===== config.mk =====
export PLATFORM = sky130hd
export DESIGN_NAME = pixel_stream_capture
export DESIGN_NICKNAME = d
export VERILOG_FILES = /design/src/rtl/pixel_stream_pkg.sv /design/src/rtl/sync_fifo.sv /design/src/rtl/pixel_stream_capture.sv
export SDC_FILE = /design/constraint.sdc
export NUM_CORES = 1
export LEC_CHECK = 0
export BUFFER_PORTS_ARGS = -buffer_cell sky130_fd_sc_hd__buf_2
export CAP_MARGIN = 0
export CORE_AREA = 2 2 239 358
export CTS_CLUSTER_DIAMETER = 60
export DETAILED_ROUTE_END_ITERATION = 7
export DIE_AREA = 0 0 241 360
export PLACE_DENSITY = 0.41
export SLEW_MARGIN = 20
export SYNTH_ARGS = -nofsm -noshare
export SYNTH_HDL_FRONTEND = slang
export SYNTH_SLANG_ARGS = --single-unit

===== constraint.sdc =====
create_clock -name HCLK -period 13.2 [get_ports HCLK]
set_input_delay 0 -clock HCLK [delete_from_list [all_inputs] [get_ports HCLK]]
set_output_delay 0 -clock HCLK [all_outputs]
set_load 0.01 [all_outputs]

===== src/rtl/pixel_stream_pkg.sv =====
// Shared types for the pixel stream capture block: pixel and pair layouts and
// the capture FSM state encoding.
package pixel_stream_pkg;

  localparam int unsigned PIX_W = 24;

  typedef struct packed {
    logic [7:0] r;
    logic [7:0] g;
    logic [7:0] b;
  } rgb_t;

  // p0 is the even pixel of the pair and occupies the upper bits.
  typedef struct packed {
    rgb_t p0;
    rgb_t p1;
  } pair_t;

  typedef enum logic [1:0] {
    IDLE,
    CAPTURE,
    DRAIN,
    DONE
  } cap_state_t;

endpackage


===== src/rtl/sync_fifo.sv =====
// Single-clock FIFO with full/empty flags; push and pop in the same cycle are
// legal even when full, because the popped slot is the one being overwritten.
module sync_fifo #(
  parameter int unsigned DATA_W = 8,
  parameter int unsigned DEPTH  = 8
) (
  input  logic              clk,
  input  logic              rst_n,
  input  logic              push,
  input  logic [DATA_W-1:0] push_data,
  input  logic              pop,
  output logic [DATA_W-1:0] pop_data,
  output logic              full,
  output logic              empty
);

  localparam int unsigned PTR_W = (DEPTH > 1) ? $clog2(DEPTH) : 1;

  logic [DATA_W-1:0] mem [DEPTH];
  logic [PTR_W:0]    wr_ptr;
  logic [PTR_W:0]    rd_ptr;

  // NOTE: state registers use non-blocking assignments so every flop samples
  // pre-edge values regardless of process evaluation order.
  always_ff @(posedge clk) begin
    if (!rst_n) begin
      wr_ptr <= '0;
      rd_ptr <= '0;
    end else begin
      if (push) wr_ptr <= wr_ptr + (PTR_W+1)'(1);
      if (pop)  rd_ptr <= rd_ptr + (PTR_W+1)'(1);
    end
  end

  // NOTE: the storage array is deliberately not reset; the pointers alone
  // define which entries are valid, and a reset would block RAM inference.
  always_ff @(posedge clk) begin
    if (push) mem[wr_ptr[PTR_W-1:0]] <= push_data;
  end

  assign pop_data = mem[rd_ptr[PTR_W-1:0]];
  assign empty    = (wr_ptr == rd_ptr);
  assign full     = (wr_ptr[PTR_W] != rd_ptr[PTR_W]) &&
                    (wr_ptr[PTR_W-1:0] == rd_ptr[PTR_W-1:0]);

endmodule


===== src/rtl/pixel_stream_capture.sv =====
// Captures one frame of a two-pixels-per-clock video stream and serialises it
// into single-pixel writes on a valid/ready port with linear pixel addresses.
module pixel_stream_capture
  import pixel_stream_pkg::*;
#(
  parameter int unsigned WIDTH      = 768,
  parameter int unsigned HEIGHT     = 512,
  parameter int unsigned FIFO_DEPTH = 8,
  parameter int unsigned ADDR_W     = 19
) (
  input  logic              HCLK,
  input  logic              HRESETn,
  input  logic              VSYNC,
  input  logic              HSYNC,
  input  logic [7:0]        DATA_R0,
  input  logic [7:0]        DATA_G0,
  input  logic [7:0]        DATA_B0,
  input  logic [7:0]        DATA_R1,
  input  logic [7:0]        DATA_G1,
  input  logic [7:0]        DATA_B1,
  output logic              wr_valid,
  input  logic              wr_ready,
  output logic [ADDR_W-1:0] wr_addr,
  output logic [PIX_W-1:0]  wr_data,
  output logic              frame_done,
  output logic              overflow
);

  localparam int unsigned         IDX_W     = ADDR_W - 1;
  localparam int unsigned         PAIRS     = WIDTH * HEIGHT / 2;
  localparam logic [IDX_W-1:0]    LAST_PAIR = IDX_W'(PAIRS - 1);

  typedef struct packed {
    logic [IDX_W-1:0] idx;
    pair_t            pair;
  } entry_t;

  cap_state_t       state, state_nxt;
  logic [IDX_W-1:0] pair_cnt;
  entry_t           push_entry, pop_entry;
  logic             fifo_push, fifo_pop, fifo_full, fifo_empty;

  // Serializer: phase=1 means the odd pixel of the held pair is on the port.
  logic             phase;
  rgb_t             held_p1;
  logic [IDX_W-1:0] held_idx;

  logic start_frame, pair_in, accept, drop;

  assign start_frame = VSYNC && (state == IDLE || state == DONE);
  assign pair_in     = HSYNC && (state == CAPTURE);
  assign accept      = wr_valid && wr_ready;
  assign fifo_pop    = !fifo_empty && (!wr_valid || (accept && phase));
  assign fifo_push   = pair_in && (!fifo_full || fifo_pop);
  assign drop        = pair_in && fifo_full && !fifo_pop;

  assign push_entry  = {pair_cnt, DATA_R0, DATA_G0, DATA_B0, DATA_R1, DATA_G1, DATA_B1};
  assign frame_done  = (state == DONE);

  sync_fifo #(
    .DATA_W ($bits(entry_t)),
    .DEPTH  (FIFO_DEPTH)
  ) u_fifo (
    .clk       (HCLK),
    .rst_n     (HRESETn),
    .push      (fifo_push),
    .push_data (push_entry),
    .pop       (fifo_pop),
    .pop_data  (pop_entry),
    .full      (fifo_full),
    .empty     (fifo_empty)
  );

  // NOTE: next-state is defaulted to the current state before the case so no
  // path through the block leaves it unassigned, which would infer a latch.
  always_comb begin
    state_nxt = state;
    case (state)
      IDLE:    if (VSYNC) state_nxt = CAPTURE;
      CAPTURE: if (HSYNC && pair_cnt == LAST_PAIR) state_nxt = DRAIN;
      DRAIN:   if (fifo_empty && !wr_valid) state_nxt = DONE;
      DONE:    if (VSYNC) state_nxt = CAPTURE;
      default: state_nxt = IDLE;
    endcase
  end

  always_ff @(posedge HCLK) begin
    if (!HRESETn) begin
      state    <= IDLE;
      pair_cnt <= '0;
      overflow <= 1'b0;
    end else begin
      state <= state_nxt;
      if (start_frame) begin
        pair_cnt <= '0;
        overflow <= 1'b0;
      end else begin
        // Dropped pairs still advance the index so later addresses stay aligned.
        if (pair_in) pair_cnt <= pair_cnt + IDX_W'(1);
        if (drop)    overflow <= 1'b1;
      end
    end
  end

  always_ff @(posedge HCLK) begin
    if (!HRESETn) begin
      wr_valid <= 1'b0;
      wr_addr  <= '0;
      wr_data  <= '0;
      phase    <= 1'b0;
      held_p1  <= '0;
      held_idx <= '0;
    end else if (fifo_pop) begin
      wr_valid <= 1'b1;
      wr_addr  <= {pop_entry.idx, 1'b0};
      wr_data  <= pop_entry.pair.p0;
      held_p1  <= pop_entry.pair.p1;
      held_idx <= pop_entry.idx;
      phase    <= 1'b0;
    end else if (accept && !phase) begin
      wr_addr  <= {held_idx, 1'b1};
      wr_data  <= held_p1;
      phase    <= 1'b1;
    end else if (accept) begin
      wr_valid <= 1'b0;
    end
  end

endmodule

==> impl_metrics.env <==
export IMPL_grt_max_degree=72
export IMPL_p_int_mw=4.06
export IMPL_syn_area_mm2=0.0249
export IMPL_synth_compound_area_share_pct=2.56
export IMPL_port_buffer_count=98
export IMPL_ys_seq_elements=646
export IMPL_die_area_mm2=0.0868
export IMPL_insertion_delay_ps=600
export IMPL_fin_crit_sh_pct=25.5
export IMPL_drc=0
export IMPL_yosysUniqueCellTypes=48
export IMPL_cp_cell_sequence="buf_4, buf_4, mux4_2, mux2i_1, nand2_1, and3_1"
export IMPL_instances_no_fill=2690
export IMPL_required_ps=13690
export IMPL_cp_end_kind="flip-flop"
export IMPL_ys_warn_count=0
export IMPL_die_w_um=241
export IMPL_drt_iter0_drc=668
export IMPL_post_cts_buffers=0
export IMPL_syn_area_per_cell_um2=18.5
export IMPL_synth_nets=1402
export IMPL_status="finished, final reports clean"
export IMPL_worst_slew_pin_slew_ps=1060
export IMPL_post_dp_hpwl_um=34100
export IMPL_wl_um=62200
export IMPL_hold_viol=0
export IMPL_slowest_delay_ps=770
export IMPL_r2r_slack_ps=9830
export IMPL_crit_type="reg2reg"
export IMPL_cts_tree="yes"
export IMPL_grt_usage_pct=14.5
export IMPL_dp_cells=2514
export IMPL_swShare_pct=28.5
export IMPL_synth_top_family_by_area="multiplexers"
export IMPL_overflow=0
export IMPL_synth_simple_area_share_pct=5.59
export IMPL_grt_pass1_wl_um=91900
export IMPL_antenna_cells=0
export IMPL_yosysSeqAreaShare_pct=73.2
export IMPL_firstDrtPassIters=4
export IMPL_num_vias=12600
export IMPL_place_congestion=0.700
export IMPL_ant_nets=0
export IMPL_critical_path_max_fanout=47
export IMPL_rsz0062_at_grt="false"
export IMPL_powerDensity_mw_per_mm2=193
export IMPL_crit_top_cell="buf_4"
export IMPL_clk_pin_slew_ps=60
export IMPL_max_slew_margin_pct=29.6
export IMPL_pwr_share_seq_pct=44.4
export IMPL_power_switching_mw=1.61
export IMPL_yosys_area_share_adder_pct=0.352
export IMPL_critPathCapture="wr_data[22]"
export IMPL_cts_root_buf="clkbuf_16"
export IMPL_fin_nets=1576
export IMPL_ir_worst_vdd_v=0.000101
export IMPL_timing_fmax_mhz=297
export IMPL_grt_pass1_vias=13600
export IMPL_die_y_um=360
export IMPL_fin_worst_skew_ps=22.1
export IMPL_p_total_mw=5.67
export IMPL_synthMuxAreaShare_pct=15.4
export IMPL_cpMaxStageDelayCell="buf_4"
export IMPL_viasPerCell=4.67
export IMPL_core_mm2=0.0836
export IMPL_io_pins=99
export IMPL_synthXorXnorAreaFrac_pct=0.880
export IMPL_antenna_found_initial=2
export IMPL_finalSetupViolCount=0
export IMPL_wl_per_cell_um=23.1
export IMPL_power_frac_clock_pct=34.2
export IMPL_syn_inst=1342
export IMPL_maxCapViolCount=0
export IMPL_drive_gt1_share_pct=23.5
export IMPL_power_leakage_nw=9.99
export IMPL_clock_path_buffers=3
export IMPL_tritoncts_num_buffers=70
export IMPL_hp_class="in2reg"
export IMPL_cp_data_arrival_time_ps=3860
export IMPL_r2r_end="wr_data[22]"
export IMPL_cts_htree_levels=3
export IMPL_drv_slew=0
export IMPL_std_cell_rows=130
export IMPL_tns_ps=0
export IMPL_p_comb_share_pct=21.4
export IMPL_reg2reg_depth=6
export IMPL_critPathLaunchType="flip-flop"
export IMPL_cts_sinks=646
export IMPL_start_util_pct=29.8
export IMPL_area_growth_pct=18.1
export IMPL_period_minus_slack_ps=3370
[through the flow]
stage	worst slack, ps	area, um^2	util [%]	hold WS (ps)
6_report	9830	29400	35.1	66.0
5_1_grt	9510	29400	35.1	52.0
4_1_cts	9670	29400	35.1	17.6
3_5_place_dp	9710	26600	31.8	276
3_3_place_gp	9720	26600	31.8	260
2_1_floorplan	4630	24900	-	98.9
[synthesized netlist by cell type (all sizes together)]
master  instances  area share (%)
a21boi          3           0.091
a21o            1           0.030
a21oi           5            0.10
a31o            1           0.035
a31oi          19            0.48
a41oi           1           0.065
and2            7            0.18
and3           28            0.70
and4            1           0.035
and4b           1           0.040
buf            46             1.5
clkbuf         32            0.48
dfxtp         118             9.5
edfxtp        528              64
ha              7            0.35
inv             4           0.060
mux2           18            0.81
mux2i          49             2.0
mux4          132              13
nand2         153             2.3
nand2b          3           0.075
nand3          32            0.64
nand4           7            0.24
nand4b          1           0.035
nor2           56            0.85
nor3            5            0.10
nor3b           3           0.091
nor4            4            0.15
nor4b           2           0.070
o211a          24            0.97
o21a            1           0.030
o21ai          21            0.65
o41ai           1            0.11
or2             1           0.025
or3             2           0.050
xnor2          17            0.60
xor2            8            0.28
[sequential cells by signal, summed over array words and instances (netlist names), named ones only]
| register | count |
|---|---|
| held_idx | 18 |
| held_p1 | 24 |
| overflow | 1 |
| pair_cnt | 18 |
| phase | 1 |
| state | 2 |
| u_fifo.mem | 528 |
| u_fifo.rd_ptr | 4 |
| u_fifo.wr_ptr | 4 |
| wr_addr | 18 |
| wr_data | 24 |
| wr_valid | 1 |
[worst min path at each step]
stage               cells past startpoint        from           endpoint  slack (ps)
floorplan                               0  DATA_B1[0]   u_fifo.mem[0][0]         100
global placement                        1  DATA_G0[6]  u_fifo.mem[1][38]         260
detailed placement                      1  DATA_G1[4]  u_fifo.mem[1][12]         280
CTS                                     2     HRESETn        held_p1[18]          20
global route                            2     HRESETn        held_p1[18]          50
finish                                  2     HRESETn        held_p1[18]          70
[critical path, delay by kind of cell, from the launching register on]
family | cells | cell delay [ps]
and+or+nand+nor | 2 | 280
buffers and inverters | 2 | 1440
muxes | 2 | 740
DFF | 1 | 640
[layout by cell type (no fill, tap or decap), drive strengths merged, types with 18 or more instances in the layout]
master / synthesis / layout
a31oi: 19 / 19
mux2i: 49 / 49
nor2: 56 / 56
mux4: 132 / 132
clkbuf: 32 / 88
o21ai: 21 / 21
edfxtp: 528 / 528
clkinv: 0 / 27
o211a: 24 / 24
nand3: 32 / 32
dlygate4sd3: 0 / 52
buf: 46 / 128
nand2: 153 / 153
dfxtp: 118 / 118
and3: 28 / 28
mux2: 18 / 18
[power groups by stage]
stage / sequential (mW) / clock, mW / combinational (mW)
after floorplan: 2.52 / 0 / 0.920
after global placement: 2.56 / 0 / 1.23
after detailed placement: 2.57 / 0 / 1.24
after CTS: 2.52 / 2.00 / 1.26
after global routing: 2.54 / 2.08 / 1.35
final: 2.52 / 1.94 / 1.21
[logic make-up (layout without fill, tap and decap cells)]
family	Yosys count	after routing
fa+ha+maj	7	7
compound gates	77	77
flops	646	646
mux	199	199
simple gates	306	306
buf+inv	82	308
xor+xnor	25	25
[what timing repair did]
action	in CTS	in global routing
gates resized for setup	0	0
hold buffers	52	0
endpoints found under the hold margin	390	0
endpoints found under the setup margin	0	0
[final cells by class]
cell class	instances	area, um^2
tap	1122	1400
timing repair buffer	180	1240
clock buffer	88	1920
multi-input combinational	614	6230
clock inverter	36	329
sequential	646	18200
inverter	4	15.0
fill	7983	54200
[layer usage]
layer | vias up | GRT usage [%] | share of wire [%]
li1 | 5653 | - | -
met1 | 6617 | 18.3 | 43
met2 | 216 | 24.9 | 51
met3 | 77 | 3.07 | 4.5
met4 | 4 | 4.38 | 2.0
met5 | - | 0 | 0.029
(Power assumes the default switching activity.)
